===== src/rtl/fdiv_arbiter.sv =====
// rtl/fdiv_arbiter.sv - two-requester round-robin arbiter in front of a shared fp divider
module fdiv_arbiter #(
  parameter int TIMEOUT = 70
) (
  input  logic        clk,
  input  logic        rst,
  input  logic        req0,
  input  logic        req1,
  input  logic [31:0] dnd0,
  input  logic [31:0] der0,
  input  logic [31:0] dnd1,
  input  logic [31:0] der1,
  output logic        ack0,
  output logic        ack1,
  output logic [31:0] quo,
  output logic        err,
  output logic        busy,
  output logic        div_start,
  output logic [31:0] div_dnd,
  output logic [31:0] div_der,
  input  logic        div_done,
  input  logic [31:0] div_quo,
  input  logic        div_err
);

  localparam int TW = $clog2(TIMEOUT) + 1;

  typedef enum logic [1:0] {
    IDLE  = 2'd0,
    ISSUE = 2'd1,
    WAIT  = 2'd2,
    RESP  = 2'd3
  } state_t;

  state_t        state, state_nx;
  logic          gnt;       // requester owning the operation in flight
  logic          prio;      // requester that wins when both are eligible
  logic          mask;      // set for the one IDLE cycle right after RESP
  logic [TW-1:0] timer;

  logic          elig0, elig1, any_req, pick, zero_der, timeout;
  logic [31:0]   pick_dnd, pick_der;

  // Eligibility, round-robin pick and the divide-by-zero bypass test
  always_comb begin
    elig0    = req0 && !(mask && !gnt);
    elig1    = req1 && !(mask && gnt);
    any_req  = elig0 || elig1;
    pick     = (elig0 && elig1) ? prio : elig1;
    pick_dnd = pick ? dnd1 : dnd0;
    pick_der = pick ? der1 : der0;
    zero_der = (pick_der[30:0] == 31'd0);
    timeout  = (timer == TW'(TIMEOUT - 1));
  end

  // Next-state logic and state-decoded outputs
  always_comb begin
    state_nx  = state;
    busy      = (state != IDLE);
    div_start = 1'b0;
    ack0      = 1'b0;
    ack1      = 1'b0;
    case (state)
      IDLE:  if (any_req) state_nx = zero_der ? RESP : ISSUE;
      ISSUE: begin
        div_start = 1'b1;
        state_nx  = WAIT;
      end
      WAIT:  if (div_done || timeout) state_nx = RESP;
      RESP:  begin
        ack0     = !gnt;
        ack1     = gnt;
        state_nx = IDLE;
      end
      default: state_nx = IDLE;
    endcase
  end

  // State register
  always_ff @(posedge clk or posedge rst) begin
    if (rst) state <= IDLE;
    else     state <= state_nx;
  end

  // Grant bookkeeping, operand latch, timer and result capture
  always_ff @(posedge clk or posedge rst) begin
    if (rst) begin
      gnt     <= 1'b0;
      prio    <= 1'b0;
      mask    <= 1'b0;
      timer   <= '0;
      quo     <= 32'd0;
      err     <= 1'b0;
      div_dnd <= 32'd0;
      div_der <= 32'd0;
    end else begin
      mask <= (state == RESP);
      case (state)
        IDLE: if (any_req) begin
          gnt     <= pick;
          div_dnd <= pick_dnd;
          div_der <= pick_der;
          if (zero_der) begin
            quo <= {pick_dnd[31] ^ pick_der[31], 8'hFF, 23'h0};
            err <= 1'b1;
          end
        end
        ISSUE: timer <= '0;
        WAIT: begin
          timer <= timer + 1'b1;
          // a done arriving on the timeout cycle still delivers the real result
          if (div_done) begin
            quo <= div_quo;
            err <= div_err;
          end else if (timeout) begin
            quo <= 32'd0;
            err <= 1'b1;
          end
        end
        RESP: prio <= !gnt;
        default: ;
      endcase
    end
  end

endmodule


===== config.mk =====
export PLATFORM = sky130hd
export DESIGN_NAME = fdiv_arbiter
export DESIGN_NICKNAME = d
export VERILOG_FILES = /design/src/rtl/fdiv_arbiter.sv
export SDC_FILE = /design/constraint.sdc
export NUM_CORES = 1
export LEC_CHECK = 0
export CAP_MARGIN = 10
export CORE_MARGIN = 2
export CORE_UTILIZATION = 44
export CTS_CLUSTER_DIAMETER = 80
export DETAILED_ROUTE_END_ITERATION = 7
export MAX_ROUTING_LAYER = met4
export PLACE_DENSITY = 0.87
export SYNTH_ARGS = -nofsm -noshare
export SYNTH_HDL_FRONTEND = slang
export SYNTH_SLANG_ARGS = --single-unit

===== constraint.sdc =====
create_clock -name clk -period 6 [get_ports clk]
set_clock_uncertainty 0.1 [all_clocks]
set_input_delay 1.5 -clock clk [delete_from_list [all_inputs] [get_ports clk]]
set_output_delay 1.5 -clock clk [all_outputs]
set_load 0.01 [all_outputs]

* Word-level counts from Yosys, hierarchy flattened
Index checks and enable logic that the tools add are counted.
** Word-level totals
- Bits of input ports :: 166
- Register bits after elaboration :: 110
- Output and inout port bits :: 101
- Word-level logic and storage cells :: 58
** Operators by class
- Equality and inequality tests :: 8
- Reductions and logical operators :: 18
- Bitwise logic cells :: 1
- Muxes and demuxes :: 21
- Add/sub/neg operators :: 1
** Operator list (number)
- 32-bit two-way mux :: 6
- 32-bit one-hot mux with 2 select lines :: 1
- 31-bit zero test :: 1
- 8-bit one-hot mux with 2 select lines :: 1
- 8-bit by 1-bit adder with 8-bit output (second input constant) :: 1
- 8-bit by 7-bit equality test with 1-bit output (second input constant) :: 1
- 1-bit two-way mux :: 8
- 2-bit one-hot mux with 4 select lines :: 1
- 2-bit two-way mux :: 3
- 2-bit != test (second input constant) :: 3
- 2-bit nonzero test :: 3
- 1-bit logical AND :: 5
- 2-bit equality test (second input constant) :: 2
- 2-bit AND reduction :: 2
- 4-bit AND reduction :: 1
- 1-bit zero test :: 3
- 3-bit != test (second input constant) :: 1
- 2-bit by 1-bit equality test with 1-bit output (second input constant) :: 1
- 2-bit zero test :: 1
- 1-bit logical OR :: 2
- 1-bit one-hot mux with 2 select lines :: 1
- 1-bit bitwise XOR :: 1

* Longest topological paths before layout
- Depth in word-level cells :: 11
- Mapped depth :: 9
- Gate-level depth less buffers :: 7

* Worst setup path after synthesis
No wires, ideal clock.
- Kind :: in2reg
- From :: in req0
- To :: reg err
- Data required time :: 5.772 ns
- Library setup time :: 0.128 ns
- Stages on the path :: 7
- Buffers on the path :: 1
- Data arrival time :: 2.948 ns
- Setup slack :: 2.825 ns
- Path through :: inv_1 o311ai_4 mux2i_1 nand3_1 o21ai_2 buf_4 mux2_1
** On the way
- Word-level cells in the longest chain between the ends :: 7
- Elaborated cells on any way between the ends :: 9
- Classes of those cells :: eq/ne: 2; mux: 2; reduce/logical: 5
** Ends and longest elaborated chain
- from (decl) :: line 7 : input logic req0,
- 1-bit logical AND (*) :: line 46 : elig0 = req0 && !(mask && !gnt);
- 1-bit logical AND :: line 49 : pick = (elig0 && elig1) ? prio : elig1;
- 1-bit two-way mux :: line 49
- 32-bit two-way mux :: line 51 : pick_der = pick ? der1 : der0;
- 31-bit zero test :: line 52 : zero_der = (pick_der[30:0] == 31'd0);
- 2-bit != test (no line)
- 4-bit AND reduction (no line) (*)
- to (signal assigned) :: line 114 : err <= div_err;
- to (decl) :: line 16 : output logic err,
Mark *: on every way between the ends. The rest lies on a longest branch, timed or not.
A chain may end at the register's enable or synchronous reset.

* Worst setup path in the final report
- From :: in req0
- To :: reg quo[31]
** On the way
- Word-level cells in the longest chain between the ends :: 8
- Elaborated cells on any way between the ends :: 14
- Classes of those cells :: eq/ne: 2; mux: 6; bitwise: 1; reduce/logical: 5
** Ends and longest elaborated chain
- 1-bit logical AND (*) :: line 46
- parallel branches: the longest is 7 deep, another holds 32-bit two-way mux
- to (signal assigned) :: line 104 : quo <= {pick_dnd[31] ^ pick_der[31], 8'hFF, 23'h0};
- to (signal assigned) :: line 113 : quo <= div_quo;
- to (decl) :: line 15 : output logic [31:0] quo,
Every way passes the cells marked *. The select of a mux whose other input is x is not followed.

==> results summary <==
Summing over every cut layer, the via total after detailed routing is 4869. The final net count came out at 933. The number of library cell types mapped by synthesis came out at 35. The filler cell count is 877.

The critical path arrival came out at 4.10 ns. Max-cap violations in this run came to 0. The worst relative slew slack came out at 17.8%. The library cell used most frequently in the layout, excluding fill and tap cells, is sky130_fd_sc_hd__clkdlybuf4s50_1. In this run the post-CTS setup repair buffer count came out at 0. For the pin with the worst max-slew slack, the measured transition is 1.23 ns.

The half-perimeter wire length after detailed placement is 12.1 mm. STA puts the critical path data required time at 6.13 ns. The number of hold violations in the final report was 0. In the final timing run, aggregate negative setup slack is 0 ns. Setup repair after global routing left no endpoint under its margin. The H-tree generated during clock tree synthesis spans 3 levels.

The starting density of the core is 44.6%. The overall routing resource usage is 24.6%. The total inserted antenna cells came out at 0.

The iteration count of the initial detailed-routing pass came out at 4. The die span in x is 114 um. The largest net degree at the start of global routing is 130. The highest attainable clock frequency came out at 252 MHz.

The routability congestion estimate came out at 0.911. The cell depth of the worst flop-to-flop path is 7. Cells with a size suffix above 1 make up 3.92% of the layout. The number of buffers inserted by hold repair at cts came out at 0. The synthesized design contains 110 register bits.

The detailed-route vias per instance came out at 5.34. The worst register-to-register path begins at prio. The core region is 11900 um2. The sequential fraction of design power came out at 32.8%. The internal power of the cells came out at 2.49 mW. Leaving out fill and tap cells, the most frequent cells in the layout are 266 x sky130_fd_sc_hd__clkdlybuf4s50_1, 110 x sky130_fd_sc_hd__dfrtp_1, 75 x sky130_fd_sc_hd__nor2_1. Net switching is 35.6% of the power. Clock tree synthesis inserted a total of 9 buffers.

The DRC violation total after the first TritonRoute iteration came out at 253. The first global-routing pass estimated 24.4 mm of wire. The number of synthesis warnings is 0. The initial antenna violation count is 0. The clock latency on the worst-skew pair is 0.34 ns. The power density over the cells is 459 nW/um2. The number of slew-limit violations in the final report is 0.

After floorplanning, the core was divided into 40 placement rows. The post-route minimum period is 3.97 ns. The area of the mapped netlist is 5320 um2. The overall routed net length came out at 16.1 mm. The combinational group share of total power came out at 49.1%. The synthesized area divided by synthesized cell count is 10.4 um2. In the synthesized netlist the dominant register cell turns out to be sky130_fd_sc_hd__dfrtp_1.

The worst setup path is captured at a flop. The share of synthesized area occupied by flip-flops and latches is 51.8%. The worst setup path is launched from an input port. The total power draw came out at 3.87 mW. The net count of the mapped netlist is 684.

The depth of the worst hold-timing path is 1. The count of endpoints failing setup in the final report is 0. The reg-to-reg critical path endpoint is quo[31]. Global routing finished with a remaining overflow of 0.

The post-detailed-route DRC marker count is 0. The CTS tree is done. Dividing the final minimum period by the clock period gives 66.2%. The detail route stage leaves a number of antenna-violating nets equal to 0. From synthesis to final layout, the design area changed by 58.3%. The startpoint identified for the worst hold timing path is quo[15]. The clock net in this run drives a total of 110 sinks. The run finished with clean final reports. The path class of the tightest hold or removal check is reg -> reg.

The area of the die is 13000 um2. The net load switching power is 1.38 mW. The class of the most critical setup path is in -> reg.

The via count of the first global-routing pass is 5035. The slack of the worst reg-to-reg path is 3.30 ns. The number of enable flip-flop cells after synthesis came out at 0.

The clock network fraction of design power came out at 18.0%. The highest net fanout along the worst path is 51. The count of boundary I/O pins came out at 267. Synthesis produced a netlist whose cell count is 511. The cell sitting at the root of the clock tree is a sky130_fd_sc_hd__clkbuf_16.

The destination of the worst hold path is quo[15]. Buffers placed on the I/O ports in this run total 266. The maximum ir drop on the vdd rail came out at 0.000249 V. The maximum clock path buffer count is 2.

Post-CTS repair changed the size of 0 cells. The detailed-route wire length per cell came out at 17.7 um. The height of the chip is 114 um.

The fraction of registers with async set or reset after synthesis is 100%. The static leakage power came out at 3.72 nW. Clock-pin slew was measured on the worst setup and hold paths at 0.07 ns.
cell usage after synthesis (all sizes together) (2+ instances only):
library cell | count | area [um2]
dfrtp | 110 | 2750
nor2 | 75 | 282
a21oi | 67 | 335
mux2i | 66 | 661
mux2 | 33 | 372
nand2 | 29 | 109
and3 | 23 | 144
clkbuf | 18 | 67.6
buf | 16 | 83.8
nor4 | 14 | 87.6
inv | 10 | 37.5
nand3 | 8 | 40.0
o21ai | 8 | 43.8
ha | 7 | 87.6
nand4 | 3 | 18.8
nor3 | 3 | 15.0
xor2 | 3 | 26.3
and2 | 2 | 12.5
o21a | 2 | 15.0
o22ai | 2 | 12.5
xnor2 | 2 | 17.5
worst max path at each step:
stage          startpoint  slack, ns    endpoint  cells past startpoint
2_1_floorplan         rst       1.50  div_der[0]                      1
3_3_place_gp         req0       1.76     quo[31]                      9
3_5_place_dp         req0       1.70     quo[31]                      9
4_1_cts              req0       2.05     quo[31]                      9
5_1_grt              req0       1.91     quo[31]                      9
6_report             req0       2.03     quo[31]                      9
cell families after synthesis:
group,Yosys count,synth area share (%)
buffers and inverters,44,3.55
adders and majority gates,7,1.65
muxes,99,19.4
and+or+nand+nor,162,14.0
xor gates and xnor gates,5,0.824
AOI/OAI and AO/OA,84,8.80
DFF,110,51.8
worst max-delay path, cell delays in order:
cell                              delay [ns]
sky130_fd_sc_hd__clkdlybuf4s50_1        0.51
sky130_fd_sc_hd__inv_1                  0.08
sky130_fd_sc_hd__o311ai_4               0.21
sky130_fd_sc_hd__buf_4                  0.37
sky130_fd_sc_hd__buf_4                  0.73
sky130_fd_sc_hd__nor2_1                 0.11
sky130_fd_sc_hd__a21oi_1                0.15
sky130_fd_sc_hd__o21ai_0                0.09
sky130_fd_sc_hd__mux2_1                 0.30
routing by layer:
| metal | wire [um] | share of wire [%] | vias up | GRT usage, % |
|---|---|---|---|---|
| met3 | 1070 | 6.6 | 35 | 3.67 |
| met5 | 0 | 0 | - | - |
| met1 | 6130 | 38 | 2337 | 27.3 |
| met2 | 8430 | 52 | 215 | 44.2 |
| met4 | 503 | 3.1 | 0 | 10.2 |
| li1 | - | - | 2282 | - |
final cells by class:
cell class / count / area (um2) / share of cell area (%)
Inverter: 10 / 40.0 / 0.476
Clock inverter: 6 / 116 / 1.38
Clock buffer: 10 / 239 / 2.84
Sequential cell: 110 / 2750 / 32.7
Multi-Input combinational cell: 357 / 2380 / 28.3
Timing Repair Buffer: 272 / 2710 / 32.2
Tap cell: 147 / 184 / 2.18
flip-flops by register name, indices dropped and copies added, names as in the netlist:
| register | cells |
|---|---|
| mask | 1 |
| prio | 1 |
| div_dnd | 32 |
| err | 1 |
| quo | 32 |
| timer | 8 |
| state | 2 |
| div_der | 32 |
| gnt | 1 |
power by group through the flow:
| stage | clock, mW | sequential (mW) | combinational, mW |
|---|---|---|---|
| after floorplan | 0 | 1.40 | 0.807 |
| after global placement | 0 | 1.26 | 1.84 |
| after detailed placement | 0 | 1.28 | 1.91 |
| after CTS | 0.706 | 1.27 | 1.91 |
| after global routing | 0.739 | 1.31 | 2.04 |
| final | 0.697 | 1.27 | 1.90 |
through the flow:
stage,utilization (%),hold WS [ns],std cells,instance area [um2],worst slack [ns]
4_1_cts,70.7,0.391,912,8420,2.05
6_report,70.7,0.390,912,8420,2.03
3_3_place_gp,67.7,0.368,896,8060,1.76
5_1_grt,70.7,0.407,912,8420,1.91
2_1_floorplan,-,0.365,511,5320,1.50
3_5_place_dp,67.7,0.374,896,8060,1.70
Note: power is estimated with default switching activity, not from simulation.
